## config.mk

```make
export PLATFORM = sky130hd
export DESIGN_NAME = ex_mem_stage
export DESIGN_NICKNAME = d
export VERILOG_FILES = /design/src/rtl/ex_mem_stage.sv
export SDC_FILE = /design/constraint.sdc
export NUM_CORES = 1
export LEC_CHECK = 0
export ABC_AREA = 1
export BUFFER_PORTS_ARGS = -buffer_cell sky130_fd_sc_hd__buf_2
export CAP_MARGIN = 5
export CELL_PAD_IN_SITES_DETAIL_PLACEMENT = 1
export CELL_PAD_IN_SITES_GLOBAL_PLACEMENT = 1
export CORE_ASPECT_RATIO = 0.9
export CORE_MARGIN = 2
export CORE_UTILIZATION = 27
export CTS_BUF_LIST = sky130_fd_sc_hd__clkbuf_16
export CTS_CLUSTER_SIZE = 30
export DETAILED_ROUTE_END_ITERATION = 7
export PLACE_DENSITY_LB_ADDON = 0.1
export SKIP_LAST_GASP = 1
export SYNTH_ARGS = -nofsm -noshare
export SYNTH_HDL_FRONTEND = slang
export SYNTH_SLANG_ARGS = --single-unit
```

## constraint.sdc

```tcl
create_clock -name clk -period 0.83 [get_ports clk]
set_input_delay 0.1245 -clock clk [delete_from_list [all_inputs] [get_ports clk]]
set_output_delay 0.1245 -clock clk [all_outputs]
set_load 0.01 [all_outputs]
```

## src/rtl/ex_mem_stage.sv

```systemverilog
// EX/MEM pipeline register of the RV32 core: captures ALU result and control, resolves branches.
// Optional macro EX_MEM_MISALIGN_EN enables the taken-target word-alignment check.
module ex_mem_stage #(
    parameter int XLEN    = 32,
    parameter int RADDR_W = 5
) (
    input  logic               clk,
    input  logic               rst,
    input  logic               ex_valid,
    input  logic               ex_flush,
    input  logic               mem_stall,
    input  logic [XLEN-1:0]    alu_out,
    input  logic               alu_z,
    input  logic               alu_c,
    input  logic               alu_v,
    input  logic               is_branch,
    input  logic               is_jump,
    input  logic [2:0]         funct3,
    input  logic [XLEN-1:0]    br_target,
    input  logic [XLEN-1:0]    pc_plus4,
    input  logic [XLEN-1:0]    rs2_data,
    input  logic [RADDR_W-1:0] rd,
    input  logic               reg_write,
    input  logic               mem_read,
    input  logic               mem_write,
    input  logic               mem_to_reg,
    output logic               m_valid,
    output logic [XLEN-1:0]    m_alu_out,
    output logic [XLEN-1:0]    m_store_data,
    output logic [XLEN-1:0]    m_link,
    output logic [RADDR_W-1:0] m_rd,
    output logic               m_reg_write,
    output logic               m_mem_read,
    output logic               m_mem_write,
    output logic               m_mem_to_reg,
    output logic               redirect,
    output logic [XLEN-1:0]    redirect_pc,
    output logic               m_taken,
    output logic               misalign_exc
);

    logic cap;
    logic valid_in;
    logic cond;
    logic taken_in;
    logic mis;
    logic red_done;

    assign cap      = ~mem_stall;
    assign redirect = m_taken & m_valid & ~red_done;
    assign valid_in = ex_valid & ~ex_flush & ~redirect;
    assign taken_in = is_jump | (is_branch & cond);

    // Flags assume the ALU performed a - b; cFlag=1 means a >= b unsigned.
    always_comb begin
        cond = 1'b0;
        case (funct3)
            3'b000:  cond = alu_z;
            3'b001:  cond = ~alu_z;
            3'b100:  cond = alu_out[XLEN-1] ^ alu_v;
            3'b101:  cond = ~(alu_out[XLEN-1] ^ alu_v);
            3'b110:  cond = ~alu_c;
            3'b111:  cond = alu_c;
            default: cond = 1'b0;
        endcase
    end

`ifdef EX_MEM_MISALIGN_EN
    assign mis = taken_in & valid_in & (br_target[1:0] != 2'b00);

    always_ff @(posedge clk) begin
        if (rst) begin
            misalign_exc <= 1'b0;
        end else if (cap) begin
            misalign_exc <= mis;
        end
    end
`else
    assign mis          = 1'b0;
    assign misalign_exc = 1'b0;
`endif

    always_ff @(posedge clk) begin
        if (rst) begin
            m_valid      <= 1'b0;
            m_alu_out    <= '0;
            m_store_data <= '0;
            m_link       <= '0;
            m_rd         <= '0;
            m_reg_write  <= 1'b0;
            m_mem_read   <= 1'b0;
            m_mem_write  <= 1'b0;
            m_mem_to_reg <= 1'b0;
            m_taken      <= 1'b0;
            redirect_pc  <= '0;
            red_done     <= 1'b0;
        end else if (cap) begin
            m_valid      <= valid_in;
            m_alu_out    <= alu_out;
            m_store_data <= rs2_data;
            m_link       <= pc_plus4;
            m_rd         <= rd;
            m_reg_write  <= reg_write & valid_in & ~mis;
            m_mem_read   <= mem_read & valid_in & ~mis;
            m_mem_write  <= mem_write & valid_in & ~mis;
            m_mem_to_reg <= mem_to_reg & valid_in;
            m_taken      <= taken_in & valid_in & ~mis;
            redirect_pc  <= br_target;
            red_done     <= 1'b0;
        end else begin
            // Held taken branch: remember the pulse so it is issued only once.
            red_done     <= red_done | redirect;
        end
    end

endmodule
```

## Yosys cells after proc, flatten, opt, wreduce, memory -nomap -nowiden

Index checks and enable logic that the tools add are counted.

| word-level totals | value |
|---|---|
| register bits | 140 |
| bits of input ports | 150 |
| output and inout port bits | 141 |
| word-level logic and storage cells | 40 |

| operators by class | value |
|---|---|
| equality and inequality tests | 5 |
| mux-type cells | 1 |
| bitwise gates (word level) | 20 |
| reduce and logical (&&, ||, !) cells | 2 |

Operator list:

| cell | count |
|---|---|
| $eq A3 B3 Y1 const B | 4 |
| $and A1 B1 Y1 | 10 |
| $not A1 Y1 | 7 |
| $pmux W1 S6 | 1 |
| $eq A3 B1 Y1 const B | 1 |
| $logic_not A3 Y1 | 1 |
| $or A1 B1 Y1 | 2 |
| $reduce_or A2 Y1 | 1 |
| $xor A1 B1 Y1 | 1 |

## Logic depth before layout (Yosys ltp)

Gate-level depths: netlist of run 1.

| logic depth | value |
|---|---|
| depth in word-level cells | 6 |
| depth in mapped cells | 10 |
| mapped depth without buffers | 10 |

## Worst setup path before layout of run 1

OpenSTA, ideal clock, no wires.

| path | value |
|---|---|
| path type | register to register |
| from | register m_taken |
| to | register m_taken |
| setup time | 0.058 ns |
| arrival | 0.889 ns |
| required time | 0.772 ns |
| path slack | -0.117 ns |
| cell stages (with the launch flop) | 6 |
| path buffers | 0 |
| clock period less this slack | 0.947 ns |
| path through | dfxtp_1 nand3_1 nand3b_1 nor3_2 nand2_1 nand2_1 |

| on the way | value |
|---|---|
| longest elaborated chain between the ends | 5 |

Ends and longest elaborated chain:

| what | line | source |
|---|---|---|
| start, declared | 38 | `output logic m_taken,` |
| start signal, assigned | 107 | `m_taken <= taken_in & valid_in & ~mis;` |
| $and A1 B1 Y1 (2 in series) | 50 | `assign redirect = m_taken & m_valid & ~red_done;` |
| $not A1 Y1 | 51 | `assign valid_in = ex_valid & ~ex_flush & ~redirect;` |
| $and A1 B1 Y1 | 51 |  |
| $and A1 B1 Y1 | 107 |  |

Every way passes these cells.
A chain may end at the register's enable or synchronous reset.

## Worst setup path after layout of run 1

| path | value |
|---|---|
| from | register red_done |
| to | output port redirect |

| on the way | value |
|---|---|
| longest elaborated chain between the ends | 2 |

Ends and longest elaborated chain:

| what | line | source |
|---|---|---|
| start, declared | 47 | `logic red_done;` |
| start signal, assigned | 112 | `red_done <= red_done \| redirect;` |
| $not A1 Y1 | 50 |  |
| $and A1 B1 Y1 | 50 |  |
| end, declared | 36 | `output logic redirect,` |

Every way passes these cells.

==> results of run 1 <==
routing by layer:
layer,routed length (um),share of wire (%),global-route usage (%)
met1,8460,38,23.8
met3,1610,7.2,7.41
met4,593,2.7,8.12
met5,0,0,0
met2,11700,52,42.7
worst min path at each step:
stage	slack, ps	endpoint	startpoint
final	1	redirect_pc[3]$_SDFFE_PP0N_	br_target[3]
after CTS	0.5	redirect_pc[3]$_SDFFE_PP0N_	br_target[3]
after global placement	320	m_mem_to_reg$_SDFFE_PP0N_	mem_to_reg
after global routing	10	redirect_pc[3]$_SDFFE_PP0N_	br_target[3]
after detailed placement	320	m_reg_write$_SDFFE_PP0N_	reg_write
after floorplan	200	red_done$_SDFF_PP0_	rst
worst min-delay path: cells and delay by family:
kind            cells  cell delay, ps
compound gates      1              70
simple gates        1             100
buf+inv             1              70
kinds of logic (layout without fill, tap and decap cells):
logic type | count (synthesis) | count (layout) | share of synthesized area, %
AO/OA/AOI/OAI | 136 | 136 | 13.8
AND/OR/NAND/NOR | 304 | 304 | 23.5
buffers and inverters | 54 | 510 | 6.20
flip-flops | 140 | 140 | 56.5
other | 1 | 2 | 0.0755
layout make-up:
class                      instances  share of cell area [%]
antenna                            1                  0.0251
clock buffer                      17                    4.27
clock inverter                    13                    2.01
inverter                          10                   0.452
multi-input combinational        441                    18.8
sequential                       140                    29.9
tap                              245                    3.08
timing repair buffer             470                    41.5
cell usage in the layout, fill, tap and decap left out:
cell           netlist  routed
a21oi_1              2       1
a21oi_2              0       1
buf_12               1       8
buf_2               10     148
buf_4                2      37
buf_6                6     142
bufinv_16            0       5
clkbuf_16            0      17
clkinv_1             0       3
clkinv_2             0       1
clkinv_4             0       3
clkinvlp_4           0       1
conb_1               1       1
dfxtp_2              0     140
diode_2              0       1
dlygate4sd3_1        0     135
inv_1                8       6
inv_2                1       3
inv_8                0       1
nand2_1             27      27
nand3_1              4       3
nand3_2              0       1
nand3b_1             1       1
nor2_1             268     268
nor2_4               1       1
nor3_2               1       1
nor3_4               0       1
o21ai_0            133     131
o21ai_1              0       2
o21bai_1             1       1
or2_2                1       1
where the power goes:
part	total [mW]	internal, mW	switching [mW]
clock	8.20	5.27	2.92
sequential	7.62	7.28	0.340
combinational	3.40	1.94	1.46
total	19.2	14.5	4.72
Yosys cell counts (all sizes together):
cell type,count,area (um2)
a21oi,2,10.0
buf,20,168
clkbuf,24,97.6
conb,1,3.75
dfxtp,140,2800
inv,10,42.5
nand2,27,101
nand3,4,20.0
nand3b,1,7.51
nor2,269,1020
nor3,2,15.0
o21ai,133,666
o21bai,1,7.51
or2,1,6.26
per-stage QoR:
| stage | area (um2) | util, % | hold slack, ps | power, mW | worst slack (ps) |
|---|---|---|---|---|---|
| 6_report | 9960 | 54.6 | 1.26 | 19.2 | -330 |
| 5_1_grt | 9960 | 54.6 | 11.8 | 20.1 | -398 |
| 4_1_cts | 9870 | 54.1 | 0.464 | 19.2 | -320 |
| 3_5_place_dp | 6760 | 37.1 | 325 | 9.75 | -219 |
| 3_3_place_gp | 6760 | 37.1 | 317 | 9.65 | -181 |
| 2_1_floorplan | 4990 | - | 201 | 8.60 | -53.2 |
repair_timing:
action / CTS / global route
gates cloned: 0 / 0
pin swaps: 5 / 7
gates resized for setup: 286 / 5
hold buffers: 135 / 0
setup buffers: 11 / 10
hold endpoints to repair: 135 / 0
endpoints found under the setup margin: 146 / 149
==> flow_metrics.tcl, run 1 <==
set metrics [dict create \
    post_drt_wl_per_cell_um 16.7 \
    end_kind "output port" \
    dieHeight_um 133 \
    synth.distinct_cells 23 \
    fin_setup_tns_ps -21930 \
    routed_via_density 4.48 \
    hold_class "primary input to register" \
    worst_clock_skew_ps 0.524 \
    status "finished with violations" \
    final-seq-area_um2 2980 \
    drt-initial-drc-count 181 \
    gp_congestion 0.825 \
    p_leak_nw 4.66 \
    fmax_ghz 0.862 \
    grt_max_degree 51 \
    setup_viol 149 \
    ys_seq_area_share_pct 56.5 \
    cp_max_fo 2 \
    maxSlewViolCount 0 \
    cp_num_cells 4 \
    ios 291 \
    pwr_density_cell_nw_per_um2 1930 \
    failed_checks "setup timing" \
    cap_viol_max_count 0 \
    crit_start "red_done$_SDFF_PP0_" \
    die-area_um2 19500 \
    hold_depth 3 \
    synth_fp_nets 785 \
    path_clk_slew_ps 60 \
    synthToLayoutAreaGrowth_pct 101 \
    syn-cell-area_um2 4960 \
    htreeDepth 4 \
    drt-total-wl_mm 22.3 \
    reg2regPathDepth 6 \
    clockBufferDepth 2 \
    yosys_warnings 0 \
    gr-total-overflow 0 \
    postLayoutSetupSlackWorst_ps -330 \
    grt_pass1_wl_mm 35.3 \
    antenna_found_initial 1 \
    syn_inst 635 \
    cts_sinks 140 \
    crit_chain "inv_2 > nand3_2 > inv_2 > buf_6" \
    vias 5995 \
    cp_common_cell "inv_2" \
    dp_cells 1150 \
    crit_slowest_cell "dfxtp_2" \
    multi_input_area_um2 1870 \
    synth_seq_cells 140 \
    rsz0062_at_grt "yes" \
    grt_usage_pct 22.8 \
    crit_type "register to output port" \
    arrival_ps 1040 \
    r2r-start "red_done$_SDFF_PP0_" \
    cp_num_buf_inv 3 \
    cts-root-buf "clkbuf_16" \
    required_ps 710 \
    reg2reg_setup_slack_ps -230 \
    report.final.hold_viol_count 0 \
    rows 47 \
    drive_gt1_share_pct 46.9 \
    start_util_pct 27.2 \
    regToRegEndpoint "m_reg_write$_SDFFE_PP0N_" \
    critPathLaunchType "register" \
    fin_cells 1337 \
    coreArea_um2 18200 \
    clkLatencyLatePin_ps 410 \
    grt_pass1_vias 6781 \
    dr.pass1.iters 4 \
    cts_buffers 17 \
    synth_area_per_cell_um2 7.82 \
    fillers 2101 \
    drc 0 \
    port_buffers 289 \
    drtAntennaViolNets 0 \
    finalCritPeriodShare_pct 140 \
    period_needed_ps 1160 \
    fp.dieW_um 147 \
    cts_tree "built" \
    ir_drop_uv 1370 \
    hpwl_mm 13.0 \
    crit_end "redirect" \
    fin_nets 1230 \
    critPathMaxStageDelay_ps 320 \
    path_delay_family "flip-flops" \
]
No activity file was read; power rests on OpenSTA's default activity.
==> run 2: changes to the inputs <==
--- a/config.mk
+++ b/config.mk
@@ -7,12 +7,12 @@
 export LEC_CHECK = 0
 export ABC_AREA = 1
 export BUFFER_PORTS_ARGS = -buffer_cell sky130_fd_sc_hd__buf_2
-export CAP_MARGIN = 5
+export CAP_MARGIN = 0
 export CELL_PAD_IN_SITES_DETAIL_PLACEMENT = 1
 export CELL_PAD_IN_SITES_GLOBAL_PLACEMENT = 1
 export CORE_ASPECT_RATIO = 0.9
 export CORE_MARGIN = 2
-export CORE_UTILIZATION = 27
+export CORE_UTILIZATION = 32
 export CTS_BUF_LIST = sky130_fd_sc_hd__clkbuf_16
 export CTS_CLUSTER_SIZE = 30
 export DETAILED_ROUTE_END_ITERATION = 7
==> constraint.sdc (replaced) <==
create_clock -name clk -period 1.4 [get_ports clk]
set_input_delay 0.21 -clock clk [delete_from_list [all_inputs] [get_ports clk]]
set_output_delay 0.21 -clock clk [all_outputs]
set_load 0.01 [all_outputs]
==> flow_metrics.tcl, run 2 (synthesized netlist as in run 1, its figures left out) <==
set metrics [dict create \
    postLayoutSetupSlackWorst_ps 77.3 \
    period_needed_ps 1320 \
    post_drt_wl_per_cell_um 14.9 \
    critPathLaunchType "register" \
    fin_nets 1062 \
    grt_pass1_vias 5333 \
    cap_viol_max_count 0 \
    synthToLayoutAreaGrowth_pct 45.9 \
    gp_congestion 0.784 \
    gr-total-overflow 0 \
    fillers 1965 \
    finish.utilization_pct 47.4 \
    reg2regPathDepth 6 \
    clockBufferDepth 2 \
    cts_tree "built" \
    layout_common_cells "288 x buf_2, 268 x nor2_1, 140 x dfxtp_1" \
    status "complete, no violations" \
    min_to "m_alu_out[30]$_SDFFE_PP0N_" \
    pwr_density_cell_nw_per_um2 1460 \
    crit_chain "nand3_1 > inv_1 > buf_2" \
    wl_met2_mm 8.26 \
    cp_max_fo 4 \
    path_delay_family "flip-flops" \
    cp_num_buf_inv 2 \
    routed_via_density 4.59 \
    r2r-start "red_done$_SDFF_PP0_" \
    drive_gt1_share_pct 35.7 \
    worst_clock_skew_ps 1.78 \
    layout_commonest_cell "buf_2" \
    grt_pass1_wl_mm 26.0 \
    rsz0062_at_grt "no" \
    cts_setup_buffers 0 \
    port_buffers 289 \
    hold_depth 3 \
    drt-initial-drc-count 134 \
    clkLatencyLatePin_ps 420 \
    ios 291 \
    required_ps 1190 \
    drt-total-wl_mm 16.8 \
    regToRegEndpoint "m_mem_write$_SDFFE_PP0N_" \
    arrival_ps 1110 \
    top_layer_used "met4" \
    cp_num_cells 3 \
    rows 43 \
    maxSlewViolCount 0 \
    final-seq-area_um2 2800 \
    crit_slowest_cell "dfxtp_1" \
    die-area_um2 16500 \
    cts_sinks 140 \
    hold_class "primary input to register" \
    finalCritPeriodShare_pct 94.5 \
    crit_type "register to output port" \
    critPathMaxStageDelay_ps 380 \
    fmax_ghz 0.756 \
    antenna_found_initial 4 \
    min_from "alu_out[30]" \
    cts_buffers 17 \
    vias 5188 \
    dr_wl_met3_mm 1.54 \
    htreeDepth 4 \
    dieHeight_um 122 \
    setup_viol 0 \
    drc 0 \
    dp_slack_ps 286 \
    path_clk_slew_ps 60 \
    fin_setup_tns_ps 0 \
    start_util_pct 32.5 \
    reg2reg_setup_slack_ps 270 \
    drtAntennaViolNets 0 \
    cts-root-buf "clkbuf_16" \
    grt_usage_pct 20.4 \
    dr.pass1.iters 4 \
    p_leak_nw 3.71 \
    multi_input_area_um2 1850 \
    end_kind "output port" \
    wirelength_met1_mm 6.46 \
    grt_max_degree 78 \
    report.final.hold_viol_count 0 \
    fp.dieW_um 135 \
    hpwl_mm 12.3 \
    coreArea_um2 15300 \
    ir_drop_uv 855 \
]
## run 2: cell count changes in the layout (fill, tap and decap cells not counted), sizes merged
cell         delta
diode           +2
dlygate4sd3   -131
bufinv          +1
clkinv          -1
clkinvlp        +1
buf            -37
inv             +1
## run 2: repair_timing
| action | 4_1_cts | 5_1_grt |
|---|---|---|
| gates resized for setup | 0 | 0 |
| endpoints found under the hold margin | 4 | 0 |
| hold buffers | 4 | 0 |
## run 2: through the flow
step                      std cells  power (mW)  hold slack (ps)  instance area, um2
after detailed placement       1091        5.73              413                6540
after CTS                      1127        10.7             8.70                7240
final                          1130        10.6             24.6                7240
after global placement         1091        5.67              403                6540
after floorplan                 635        5.09              287                4960
after global routing           1130        11.1             27.6                7240
## run 2: report_power, final
group | total [mW] | switching, mW | internal (mW)
clock | 4.98 | 1.68 | 3.30
sequential | 4.39 | 0.133 | 4.26
combinational | 1.24 | 0.705 | 0.536
## run 2: how the worst max path moves through the flow
stage	endpoint	from	slack, ps
floorplan	m_link[10]$_SDFFE_PP0N_	mem_stall	440
global placement	m_taken$_SDFFE_PP0N_	alu_out[31]	310
detailed placement	m_link[14]$_SDFFE_PP0N_	mem_stall	290
CTS	redirect	m_taken$_SDFFE_PP0N_	70
global route	redirect	m_taken$_SDFFE_PP0N_	10
finish	redirect	m_taken$_SDFFE_PP0N_	80
## run 2: layer usage
layer	vias up	global-route usage, %
met3	36	8.28
li1	2582	-
met5	-	0
met2	188	35.7
met1	2382	21.1
met4	0	10.4
## run 2: layout make-up
class,count,area share (%)
antenna,3,0.104
clock buffer,17,5.87
clock inverter,15,3.14
inverter,10,0.587
multi-input combinational,441,25.6
sequential,140,38.7
tap,202,3.49
timing repair buffer,302,22.5
## run 2: worst min-delay path: cells and delay by family
family,cells,cell delay (ps)
buf+inv,1,70
compound gates,1,60
simple gates,1,70
